File: config.mk
export PLATFORM = sky130hd
export DESIGN_NAME = uart_receiver
export DESIGN_NICKNAME = d
export VERILOG_FILES = /design/src/rtl/uart_pkg.sv /design/src/rtl/uart_rx_sampler.sv /design/src/rtl/uart_receiver.sv
export SDC_FILE = /design/constraint.sdc
export NUM_CORES = 1
export LEC_CHECK = 0
export ABC_AREA = 1
export CORE_ASPECT_RATIO = 2
export CORE_MARGIN = 5
export CORE_UTILIZATION = 30
export DETAILED_ROUTE_END_ITERATION = 12
export PLACE_DENSITY = 0.58
export SLEW_MARGIN = 10
export SYNTH_ARGS = -nofsm -noshare
export SYNTH_HDL_FRONTEND = slang
export SYNTH_HIERARCHICAL = 1
export SYNTH_SLANG_ARGS = --single-unit
File: constraint.sdc
create_clock -name clk -period 5.9 [get_ports clk]
set_input_delay 1.475 -clock clk [delete_from_list [all_inputs] [get_ports clk]]
set_output_delay 1.475 -clock clk [all_outputs]
set_load 0.01 [all_outputs]
File: src/rtl/uart_pkg.sv
`default_nettype none
// ============================================================================
// Module      : uart_pkg
// Description : Shared constants for the UART receive path: frame-state
//               encoding, the legal oversampling factors and the default
//               payload width.
// Revision    : 1.0 - initial release
// ============================================================================
package uart_pkg;

   localparam int DATA_WIDTH_DEFAULT = 8;

   // Oversampling factors the receiver accepts; anything else runs at 8.
   localparam int PRESCALE_8  = 8;
   localparam int PRESCALE_16 = 16;
   localparam int PRESCALE_32 = 32;

   // Frame-state encoding.
   localparam logic [2:0] ST_IDLE   = 3'd0;
   localparam logic [2:0] ST_START  = 3'd1;
   localparam logic [2:0] ST_DATA   = 3'd2;
   localparam logic [2:0] ST_PARITY = 3'd3;
   localparam logic [2:0] ST_STOP   = 3'd4;

   typedef enum logic [2:0] {
      IDLE   = ST_IDLE,
      START  = ST_START,
      DATA   = ST_DATA,
      PARITY = ST_PARITY,
      STOP   = ST_STOP
   } rx_state_t;

endpackage
`default_nettype wire

File: src/rtl/uart_rx_sampler.sv
`default_nettype none
// ============================================================================
// Module      : uart_rx_sampler
// Description : Per-bit edge counter and mid-bit sampler. With
//               UART_RX_MAJORITY_VOTE_EN defined, three samples around the
//               bit centre are voted; otherwise a single centre sample is
//               used. Emits bit_value with a one-cycle bit_ready strobe and
//               flags the last edge of each bit period with bit_end.
// Revision    : 1.0 - initial release
// ============================================================================
module uart_rx_sampler #(
   parameter int PRESCALE_WIDTH = 6
) (
   input  logic                      clk,
   input  logic                      reset,
   input  logic                      start,
   input  logic                      active,
   input  logic [PRESCALE_WIDTH-1:0] prescale,
   input  logic                      serial_data_in,
   output logic                      bit_value,
   output logic                      bit_ready,
   output logic                      bit_end
);

   localparam logic [PRESCALE_WIDTH-1:0] EDGE_ONE = PRESCALE_WIDTH'(1);

   logic [PRESCALE_WIDTH-1:0] edge_count;
   logic [PRESCALE_WIDTH-1:0] half;
   logic [PRESCALE_WIDTH-1:0] last_edge;

   assign half      = prescale >> 1;
   assign last_edge = prescale - EDGE_ONE;
   assign bit_end   = active && (edge_count == last_edge);

   // Edge counter: the start-detect cycle is edge 0, so the next cycle is 1.
   always_ff @(posedge clk) begin
      if (!reset) begin
         edge_count <= '0;
      end else if (start) begin
         edge_count <= EDGE_ONE;
      end else if (active) begin
         edge_count <= (edge_count == last_edge) ? '0 : edge_count + EDGE_ONE;
      end else begin
         edge_count <= '0;
      end
   end

`ifdef UART_RX_MAJORITY_VOTE_EN
   logic sample_0;
   logic sample_1;
   logic sample_2;

   // Capture three samples around the bit centre; strobe after the last one.
   always_ff @(posedge clk) begin
      if (!reset) begin
         sample_0  <= 1'b0;
         sample_1  <= 1'b0;
         sample_2  <= 1'b0;
         bit_ready <= 1'b0;
      end else begin
         bit_ready <= 1'b0;
         if (active) begin
            if (edge_count == half - EDGE_ONE) sample_0 <= serial_data_in;
            if (edge_count == half)            sample_1 <= serial_data_in;
            if (edge_count == half + EDGE_ONE) begin
               sample_2  <= serial_data_in;
               bit_ready <= 1'b1;
            end
         end
      end
   end

   assign bit_value = (sample_0 & sample_1) | (sample_0 & sample_2) | (sample_1 & sample_2);
`else
   logic sample_mid;

   // Capture one sample at the bit centre; strobe in the following cycle.
   always_ff @(posedge clk) begin
      if (!reset) begin
         sample_mid <= 1'b0;
         bit_ready  <= 1'b0;
      end else begin
         bit_ready <= 1'b0;
         if (active && (edge_count == half)) begin
            sample_mid <= serial_data_in;
            bit_ready  <= 1'b1;
         end
      end
   end

   assign bit_value = sample_mid;
`endif

endmodule
`default_nettype wire

File: src/rtl/uart_receiver.sv
`default_nettype none
// ============================================================================
// Module      : uart_receiver
// Description : UART receive FSM. Detects the start edge, latches the frame
//               configuration, shifts the payload LSB-first, checks optional
//               parity and the stop bit, and pulses exactly one of
//               data_valid / parity_error / framing_error per frame.
//               Optional build macro: UART_RX_MAJORITY_VOTE_EN (3-sample
//               majority vote per bit instead of a single centre sample).
// Revision    : 1.0 - initial release
// ============================================================================
module uart_receiver
   import uart_pkg::*;
#(
   parameter int DATA_WIDTH     = DATA_WIDTH_DEFAULT,
   parameter int PRESCALE_WIDTH = 6
) (
   input  logic                      clk,
   input  logic                      reset,
   input  logic [PRESCALE_WIDTH-1:0] prescale,
   input  logic                      parity_enable,
   input  logic                      parity_type,
   input  logic                      serial_data_in,
   output logic [DATA_WIDTH-1:0]     parallel_data,
   output logic                      data_valid,
   output logic                      parity_error,
   output logic                      framing_error,
   output logic                      busy
);

   localparam int BIT_COUNT_WIDTH = (DATA_WIDTH > 1) ? $clog2(DATA_WIDTH) : 1;
   localparam logic [BIT_COUNT_WIDTH-1:0] LAST_DATA_BIT = BIT_COUNT_WIDTH'(DATA_WIDTH - 1);

   rx_state_t                  state;
   logic [PRESCALE_WIDTH-1:0]  prescale_q;
   logic                       parity_enable_q;
   logic                       parity_type_q;
   logic [BIT_COUNT_WIDTH-1:0] bit_count;
   logic [DATA_WIDTH-1:0]      shift_reg;
   logic                       parity_bad;
   logic [PRESCALE_WIDTH-1:0]  prescale_legal;
   logic                       start_detect;
   logic                       bit_value;
   logic                       bit_ready;
   logic                       bit_end;

   assign start_detect = (state == IDLE) && !serial_data_in;

   // Force any unsupported oversampling factor back to 8.
   always_comb begin
      prescale_legal = PRESCALE_WIDTH'(PRESCALE_8);
      if ((prescale == PRESCALE_WIDTH'(PRESCALE_16)) ||
          (prescale == PRESCALE_WIDTH'(PRESCALE_32))) begin
         prescale_legal = prescale;
      end
   end

   uart_rx_sampler #(
      .PRESCALE_WIDTH (PRESCALE_WIDTH)
   ) u_sampler (
      .clk            (clk),
      .reset          (reset),
      .start          (start_detect),
      .active         (busy),
      .prescale       (prescale_q),
      .serial_data_in (serial_data_in),
      .bit_value      (bit_value),
      .bit_ready      (bit_ready),
      .bit_end        (bit_end)
   );

   // Frame FSM with registered result pulses, payload and busy flag.
   always_ff @(posedge clk) begin
      if (!reset) begin
         state           <= IDLE;
         prescale_q      <= PRESCALE_WIDTH'(PRESCALE_8);
         parity_enable_q <= 1'b0;
         parity_type_q   <= 1'b0;
         bit_count       <= '0;
         shift_reg       <= '0;
         parity_bad      <= 1'b0;
         parallel_data   <= '0;
         data_valid      <= 1'b0;
         parity_error    <= 1'b0;
         framing_error   <= 1'b0;
         busy            <= 1'b0;
      end else begin
         data_valid    <= 1'b0;
         parity_error  <= 1'b0;
         framing_error <= 1'b0;
         case (state)
            IDLE: begin
               if (!serial_data_in) begin
                  state           <= START;
                  busy            <= 1'b1;
                  prescale_q      <= prescale_legal;
                  parity_enable_q <= parity_enable;
                  parity_type_q   <= parity_type;
                  bit_count       <= '0;
                  parity_bad      <= 1'b0;
               end
            end
            START: begin
               // A start bit that votes high was only a glitch.
               if (bit_ready && bit_value) begin
                  state <= IDLE;
                  busy  <= 1'b0;
               end else if (bit_end) begin
                  state <= DATA;
               end
            end
            DATA: begin
               if (bit_ready) begin
                  shift_reg <= {bit_value, shift_reg[DATA_WIDTH-1:1]};
               end
               if (bit_end) begin
                  if (bit_count == LAST_DATA_BIT) begin
                     bit_count <= '0;
                     state     <= parity_enable_q ? PARITY : STOP;
                  end else begin
                     bit_count <= bit_count + 1'b1;
                  end
               end
            end
            PARITY: begin
               if (bit_ready) begin
                  parity_bad <= bit_value != (parity_type_q ? ~^shift_reg : ^shift_reg);
               end
               if (bit_end) begin
                  state <= STOP;
               end
            end
            STOP: begin
               // Finish on the stop-bit decision so a new start can follow promptly.
               if (bit_ready) begin
                  state <= IDLE;
                  busy  <= 1'b0;
                  if (!bit_value) begin
                     framing_error <= 1'b1;
                  end else if (parity_bad) begin
                     parity_error <= 1'b1;
                  end else begin
                     data_valid    <= 1'b1;
                     parallel_data <= shift_reg;
                  end
               end
            end
            default: begin
               state <= IDLE;
               busy  <= 1'b0;
            end
         endcase
      end
   end

endmodule
`default_nettype wire

### Word level (Yosys, flattened, before mapping)

Index checks and enable logic that the tools add are counted.

* input bits: 11
* output and inout bits: 12
* logic and storage cells: 93
* register bits after elaboration: 43

* reduce and logical (&&, ||, !) cells: 22
* bitwise gates (word level): 5
* $add $sub $neg: 3
* mux-type cells: 29
* eq/ne operators: 18

Operator list (count)
* $mux 3: 11
* $pmux 3 s5: 1
* $mux 1: 13
* $reduce_and 4->1: 3
* $ne 2x2->1 const B: 5
* $reduce_and 3->1: 3
* $reduce_xnor 8->1: 1
* $reduce_xor 8->1: 1
* $add 6x1->6 const B: 1
* $eq 3x2->1 const B: 2
* $eq 3x3->1 const B: 2
* $eq 6x5->1: 1
* $eq 6x5->1 const B: 1
* $eq 6x6->1: 1
* $eq 6x6->1 const B: 1
* $mux 6: 1
* $pmux 3 s2: 1
* $reduce_and 6->1: 1
* $sub 6x1->6 const B: 1
* $not 1->1: 5
* $logic_and 1x1->1: 4
* $ne 2x1->1 const B: 2
* $pmux 1 s4: 1
* $reduce_and 2->1: 2
* other kinds (11): 12

### Depth between registers and ports, before layout

Gate-level depths: netlist of the first run.

* depth in word-level cells: 6
* gate-level depth with buffers: 15
* gate-level depth less buffers: 15

### By module

Netlist of the first run, hierarchy kept.

By module, submodules not included
* uart_receiver: instances 1, area an instance 1602.8 um2, seq. area each 700.7 um2, cells each 215
* uart_rx_sampler: instances 1, area an instance 620.6 um2, seq. area each 160.2 um2, cells each 99

### Worst setup path before layout of the first run

Ideal clock, no wire load.

* kind: input to register
* start point: in serial_data_in
* end point: reg u_sampler.edge_count[1]
* slack: 3.684 ns
* cell stages on the path: 6
* buffers on the path: 0
* setup time: 0.064 ns
* data arrival time: 2.152 ns
* cells stage by stage: inv_1 > nand2_1 > inv_1 > nor3_1 > nand2_4 > nor2_1

* word-level cells in the longest chain between the ends: 3

RTL lines
* start: declaration: line uart_receiver.sv:23 `input logic serial_data_in,`
* $logic_not 1->1
* $logic_and 1x1->1: line uart_receiver.sv:47 `assign start_detect = (state == IDLE) && !serial_data_in;`
* named net start_detect: line uart_receiver.sv:42 `logic start_detect;`
* $reduce_or 4->1 (no line)
* end signal: assignment: line uart_rx_sampler.sv:42 `edge_count <= (edge_count == last_edge) ? '0 : edge_count + EDGE_ONE;`
* end: declaration: line uart_rx_sampler.sv:27 `logic [PRESCALE_WIDTH-1:0] edge_count;`

The timed path passes the listed nets, and every way through them passes these cells.
A chain may end at the register's enable or synchronous reset.

==> reports/qor.txt, run 1 <==
Worst IR Drop VDD: 224 uV
Layout Area Growth over Synthesis: 20.0%
combinational fraction of design power: 24.4%
switching power as a share of total power: 31.7%
Peak Freq: 298 MHz
count of hold buffers inserted by post-cts repair: 0
Worst path top cell family by delay: buffers and inverters
setup TNS after final layout: 0 ns
Sequential cell area: 861 sq um
Bufs on Longest Clock Path: 2
number of vias after detailed routing: 2010
violation count after the first detailed-routing iteration: 81
area of placed instances: 2510 sq um
pin count of the biggest net entering global routing: 28
distinct cell type count of the synthesized netlist: 34
internal power of the cells: 567 uW
P per Cell Area: 311 nW/um^2
type of the worst min-delay path: reg2reg
clock tree skew after final layout: 0.00410 ns
Netlist Area Pre-Place: 2220 sq um
Startpoint Class: primary input
max-slew violation count: 0
maximum fanout along the worst path: 27
row count: 44
Max-cap violations: 0
DIE AREA: 9340 sq um
DRT Pass-1 Iters: 4
HPWL after detailed placement: 4.08 mm
run status: complete, no violations
endpoints failing hold: 0
RSZ-0062 raised after global routing: no
portion of total power attributed to sequential cells: 41.2%
via count of the first global-routing pass: 2033
worst hold slack after final layout: 0.469 ns
Buf/Inv on CP: 2
wire length of the first global-routing pass: 8.78 mm
antenna violations before repair: 0
Skew-Pair Late Insertion Delay: 0.28 ns
Clk pwr share: 34.4%
total CTS buffers: 5
antenna-violating nets left: 0
initial core utilization: 30.6%
Setup Viol. Count Final: 0
total grt overflow: 0
crit share post-route: 56.9%
number of nets produced by synthesis: 329
placer's final routability congestion estimate: 0.868
Post-CTS Repair Setup Buffers: 0
Ports: 23
clk sinks: 43
Final Critical Period: 3.36 ns
total global routing track utilization: 11.8%
cell-by-cell trace of the critical path: clkdlybuf4s50_1 -> clkinv_1 -> nor3_1 -> nand3_1 -> nand2_1
actual slew at the worst max-slew pin: 0.943 ns
Ys Warns: 6
synthesized instance count: 314
post-route DRC violation count: 0
most common cell after layout, fill and taps aside: nand2_1
post-route standard cell area excluding fillers: 2670 sq um
Syn Area/Cell: 7.08 sq um
count of fill cells added during filler insertion: 799
slowest stage delay, CP: 1.09 ns
Routed Wire Length: 5.11 mm
number of gates given a new drive strength after cts: 0
Antenna Diode Count: 0
fraction of layout cells with a size suffix above 1: 10.4%
worst endpoint data arrival time: 3.58 ns
core area: 7270 sq um
TritonCTS clock tree: done
die span in x: 70.9 microns
register clock-pin slew on the reported worst setup and hold paths: 0.06 ns
fraction of the yosys area taken by sequential cells: 38.7%
final core utilization: 36.7%
number of buffer cells added on primary ports: 22
die span in y: 132 microns
slowest cell on the critical path: clkdlybuf4s50_1
category of the critical setup timing path: in2reg
leakage power: 1.17 nW
most frequent cells in the layout: nand2_1 (69), dfxtp_1 (43), inv_1 (39), nor2_1 (35), nand3_1 (25)
average via count per standard cell: 4.67
switching power summed over all nets: 264 uW
level count of the clock H-tree: 2
area taken by multi-input logic gates: 1140 sq um
kind of capture point of the worst setup path: flip-flop
Required @ worst endpoint: 6.13 ns
total number of nets in the final design: 352
#FFs+latches synth: 43
WL per Instance: 11.9 microns
Slew Limit Headroom: 37.0%
clock tree root buffer cell: clkbuf_16
==> layer usage <==
| metal | vias up | global-route usage, % | part of all wire, % |
|---|---|---|---|
| met4 | 0 | 7.85 | 4.2 |
| li1 | 1045 | - | - |
| met5 | - | 0 | 0 |
| met1 | 919 | 10.2 | 36 |
| met2 | 31 | 23.2 | 58 |
| met3 | 15 | 2.29 | 2.3 |
==> cell usage after synthesis (all sizes together) <==
| master | n | area share, % |
|---|---|---|
| inv | 44 | 7.4 |
| a21oi | 26 | 6.7 |
| xnor2 | 2 | 0.79 |
| buf | 5 | 2.0 |
| nand2 | 73 | 13 |
| clkbuf | 1 | 0.17 |
| xor2 | 7 | 2.8 |
| o21ai | 23 | 5.5 |
| nor3b | 1 | 0.34 |
| a211oi | 1 | 0.56 |
| o22ai | 2 | 0.56 |
| clkinv | 2 | 0.39 |
| nand4 | 1 | 0.56 |
| nor2 | 41 | 8.2 |
| o2111ai | 1 | 0.39 |
| nand3 | 27 | 6.5 |
| nor3 | 10 | 2.9 |
| ha | 4 | 2.3 |
| dfxtp | 43 | 39 |
==> per-stage QoR <==
stage | total power [mW] | std cells | setup WS, ns
after floorplan | 0.500 | 314 | 3.68
after global placement | 0.551 | 422 | 2.30
after detailed placement | 0.553 | 422 | 2.26
after CTS | 0.845 | 430 | 2.56
after global routing | 0.885 | 430 | 2.32
final | 0.830 | 430 | 2.54
==> cells by family (layout without fill, tap and decap cells) <==
family,after synthesis,in the layout,share of synthesized area [%]
AOI/OAI and AO/OA,53,53,13.7
adders and majority gates,4,4,2.25
xor gates and xnor gates,9,9,3.55
buffers and inverters,52,76,9.96
DFF,43,43,38.7
and+or+nand+nor,153,153,31.8
==> worst reg2reg max path, cell delays in order, from the launching register on <==
cell and delay [ns]:
dfxtp_1 0.37, inv_1 0.10, ha_1 0.31, xor2_1 0.16
nand3_1 0.10, nor2_2 0.17, nand3_2 0.13, nor2_1 0.34
inv_1 0.11, nand2_1 0.12, nor3b_1 0.26, nand2_1 0.08
nand2_1 0.06, inv_1 0.03
==> cell type report <==
class,instances,share of cell area [%]
Tap cell,92,4.32
Sequential cell,43,32.3
Clock buffer,8,5.86
Multi-Input combinational cell,219,42.8
Inverter,46,6.52
Timing Repair Buffer,22,8.26
==> path summary, 6_finish.rpt <==
path / from / to / slack [ns] / cells past startpoint
worst min register to register: bit_count[1]$_SDFFE_PN0P_ / bit_count[1]$_SDFFE_PN0P_ / 0.47 / 2
worst max-delay path: reset / parity_bad$_SDFFE_PN0P_ / 2.54 / 5
worst min-delay path: bit_count[1]$_SDFFE_PN0P_ / bit_count[1]$_SDFFE_PN0P_ / 0.47 / 2
worst max register to register: prescale_q[0]$_SDFFE_PN0P_ / state[0]$_SDFFE_PN0P_ / 3.47 / 13
==> power groups by stage <==
stage / Sequential [mW] / Combinational (mW) / Clock, mW
floorplan: 0.341 / 0.159 / 0
global placement: 0.349 / 0.203 / 0
detailed placement: 0.349 / 0.205 / 0
CTS: 0.343 / 0.205 / 0.297
global route: 0.346 / 0.234 / 0.305
finish: 0.342 / 0.202 / 0.286
(Power assumes the default switching activity.)
==> run 2: changes to the inputs <==
PLACE_DENSITY = 0.59   (was 0.58)
clock period = 2.9 ns   (was 5.9 ns; I/O delays follow)
==> run 2 against run 1 <==
Net effect:
- clock skew increased by 0.0019 ns
- largest cell class unchanged
- die area unchanged
- count of clock-buffer cells in the layout decreased by 2
==> reports/qor.txt, run 2 (synthesis gave the netlist of run 1 again) <==
final core utilization: 36.9% (+0.19 points)
Slew Limit Headroom: 69.7% (+33 points)
fraction of layout cells with a size suffix above 1: 11.2% (+0.82 points)
most frequent cells in the layout: nand2_1 (69), dfxtp_1 (43), inv_1 (39), nor2_1 (35), nand3_1 (25)
worst endpoint data arrival time: 2.50 ns (-1.08 ns)
Startpoint Class: flip-flop
antenna-violating nets left: 0 (unchanged)
Post-CTS Repair Setup Buffers: 0 (unchanged)
Final Critical Period: 2.31 ns
HPWL after detailed placement: 4.14 mm (+1.3%)
total grt overflow: 0 (unchanged)
total CTS buffers: 5 (unchanged)
max-slew violation count: 0 (unchanged)
DRT Pass-1 Iters: 4 (unchanged)
number of vias after detailed routing: 2040 (+1.5%)
count of hold buffers inserted by post-cts repair: 0 (unchanged)
total number of nets in the final design: 354 (+0.57%)
average via count per standard cell: 4.72 (+1.0%)
DIE AREA: 9340 sq um (unchanged)
Layout Area Growth over Synthesis: 20.6%
combinational fraction of design power: 25.1% (+0.7 points)
setup TNS after final layout: 0 ns (unchanged)
run status: complete, no violations
TritonCTS clock tree: done
antenna violations before repair: 0 (unchanged)
most common cell after layout, fill and taps aside: nand2_1
wire length of the first global-routing pass: 9.00 mm (+2.5%)
number of buffer cells added on primary ports: 22 (unchanged)
Routed Wire Length: 5.28 mm (+3.3%)
RSZ-0062 raised after global routing: no
violation count after the first detailed-routing iteration: 77 (-4.9%)
kind of capture point of the worst setup path: flip-flop
die span in x: 70.9 microns (unchanged)
cell-by-cell trace of the critical path: inv_1 -> ha_1 -> inv_1 -> nand2_1 -> nand3_1 -> nand3_1 -> nor2_2 -> nand3_2 -> nor2_1 -> inv_1 -> nand2_1 -> nor3b_1 -> nand2_1 -> nand2_1 -> inv_1
Ports: 23 (unchanged)
row count: 44 (unchanged)
initial core utilization: 30.6% (unchanged)
Setup Viol. Count Final: 0 (unchanged)
via count of the first global-routing pass: 2006 (-1.3%)
WL per Instance: 12.2 microns (+2.8%)
leakage power: 1.17 nW (+0.45%)
pin count of the biggest net entering global routing: 18 (-36%)
clk sinks: 43 (unchanged)
category of the critical setup timing path: reg2reg
maximum fanout along the worst path: 4 (-85%)
endpoints failing hold: 0 (unchanged)
portion of total power attributed to sequential cells: 40.6% (-0.6 points)
level count of the clock H-tree: 2 (unchanged)
Bufs on Longest Clock Path: 2 (unchanged)
internal power of the cells: 1.14 mW (+100%)
number of gates given a new drive strength after cts: 0 (unchanged)
worst setup slack after layout: 0.590 ns (-1.95 ns)
post-place setup slack: 0.486 ns (-1.77 ns)
actual slew at the worst max-slew pin: 0.453 ns (-0.490 ns)
Peak Freq: 433 MHz
slowest stage delay, CP: 0.36 ns (-0.73 ns)
P per Cell Area: 639 nW/um^2 (+110%)
register clock-pin slew on the reported worst setup and hold paths: 0.06 ns (about the same)
worst hold slack after final layout: 0.467 ns (-0.00205 ns)
Required @ worst endpoint: 3.09 ns (-3.04 ns)
placer's final routability congestion estimate: 0.894 (+3.1%)
switching power summed over all nets: 575 uW (+120%)
Skew-Pair Late Insertion Delay: 0.29 ns (about the same)
die span in y: 132 microns (unchanged)
crit share post-route: 79.6%
slowest cell on the critical path: dfxtp_1
total global routing track utilization: 12.0% (+0.19 points)
post-route DRC violation count: 0 (unchanged)
Antenna Diode Count: 0 (unchanged)
core area: 7270 sq um (unchanged)
Worst IR Drop VDD: 299 uV (+33%)
type of the worst min-delay path: reg2reg
Clk pwr share: 34.3% (about the same)
Max-cap violations: 0 (unchanged)
clock tree skew after final layout: 0.00601 ns (+0.00191 ns)
clock tree root buffer cell: clkbuf_16
switching power as a share of total power: 33.6% (+1.8 points)
## run 2: worst paths after layout
| path | from | end | slack, ns | cells past startpoint |
|---|---|---|---|---|
| worst max-delay path | prescale_q[0]$_SDFFE_PN0P_ | state[0]$_SDFFE_PN0P_ | 0.59 | 15 |
| worst min-delay path | parity_bad$_SDFFE_PN0P_ | data_valid$_SDFF_PN0_ | 0.47 | 1 |
| worst max register to register | prescale_q[0]$_SDFFE_PN0P_ | state[0]$_SDFFE_PN0P_ | 0.59 | 15 |
| worst min register to register | parity_bad$_SDFFE_PN0P_ | data_valid$_SDFF_PN0_ | 0.47 | 1 |
## run 2: per-stage QoR
step	instances	cell area (sq um)	power, mW
2_1_floorplan	314	2220	1.02
3_3_place_gp	424	2530	1.14
3_5_place_dp	424	2530	1.14
4_1_cts	432	2680	1.72
5_1_grt	432	2680	1.82
6_report	432	2680	1.71
## run 2: power groups by stage
stage | Combinational [mW] | Clock [mW] | Sequential [mW]
2_1_floorplan | 0.323 | 0 | 0.694
3_3_place_gp | 0.426 | 0 | 0.709
3_5_place_dp | 0.432 | 0 | 0.710
4_1_cts | 0.434 | 0.594 | 0.697
5_1_grt | 0.493 | 0.622 | 0.705
6_report | 0.430 | 0.587 | 0.695
## run 2: final cells by class
type / count / area (sq um)
clock inverter: 2 / 16.3
sequential: 43 / 861
timing repair buffer: 24 / 235
fill: 802 / 4590
tap: 92 / 115
inverter: 46 / 174
multi-input combinational: 219 / 1140
clock buffer: 6 / 139
## run 2: worst max-delay path: cells and delay by family (launching register included)
family | cells | cell delay, ns
AND/OR/NAND/NOR | 10 | 1.28
adder cells (fa/ha/maj) | 1 | 0.26
buffers and inverters | 4 | 0.32
flip-flops | 1 | 0.36
## run 2: per-layer routing
layer  GRT usage, %  vias up  routed length, microns
li1               -     1053                       -
met1           11.7      932                    2010
met2           22.2       36                    2860
met3           2.21       19                     130
met4           7.85        0                     269
met5              0        -                       0
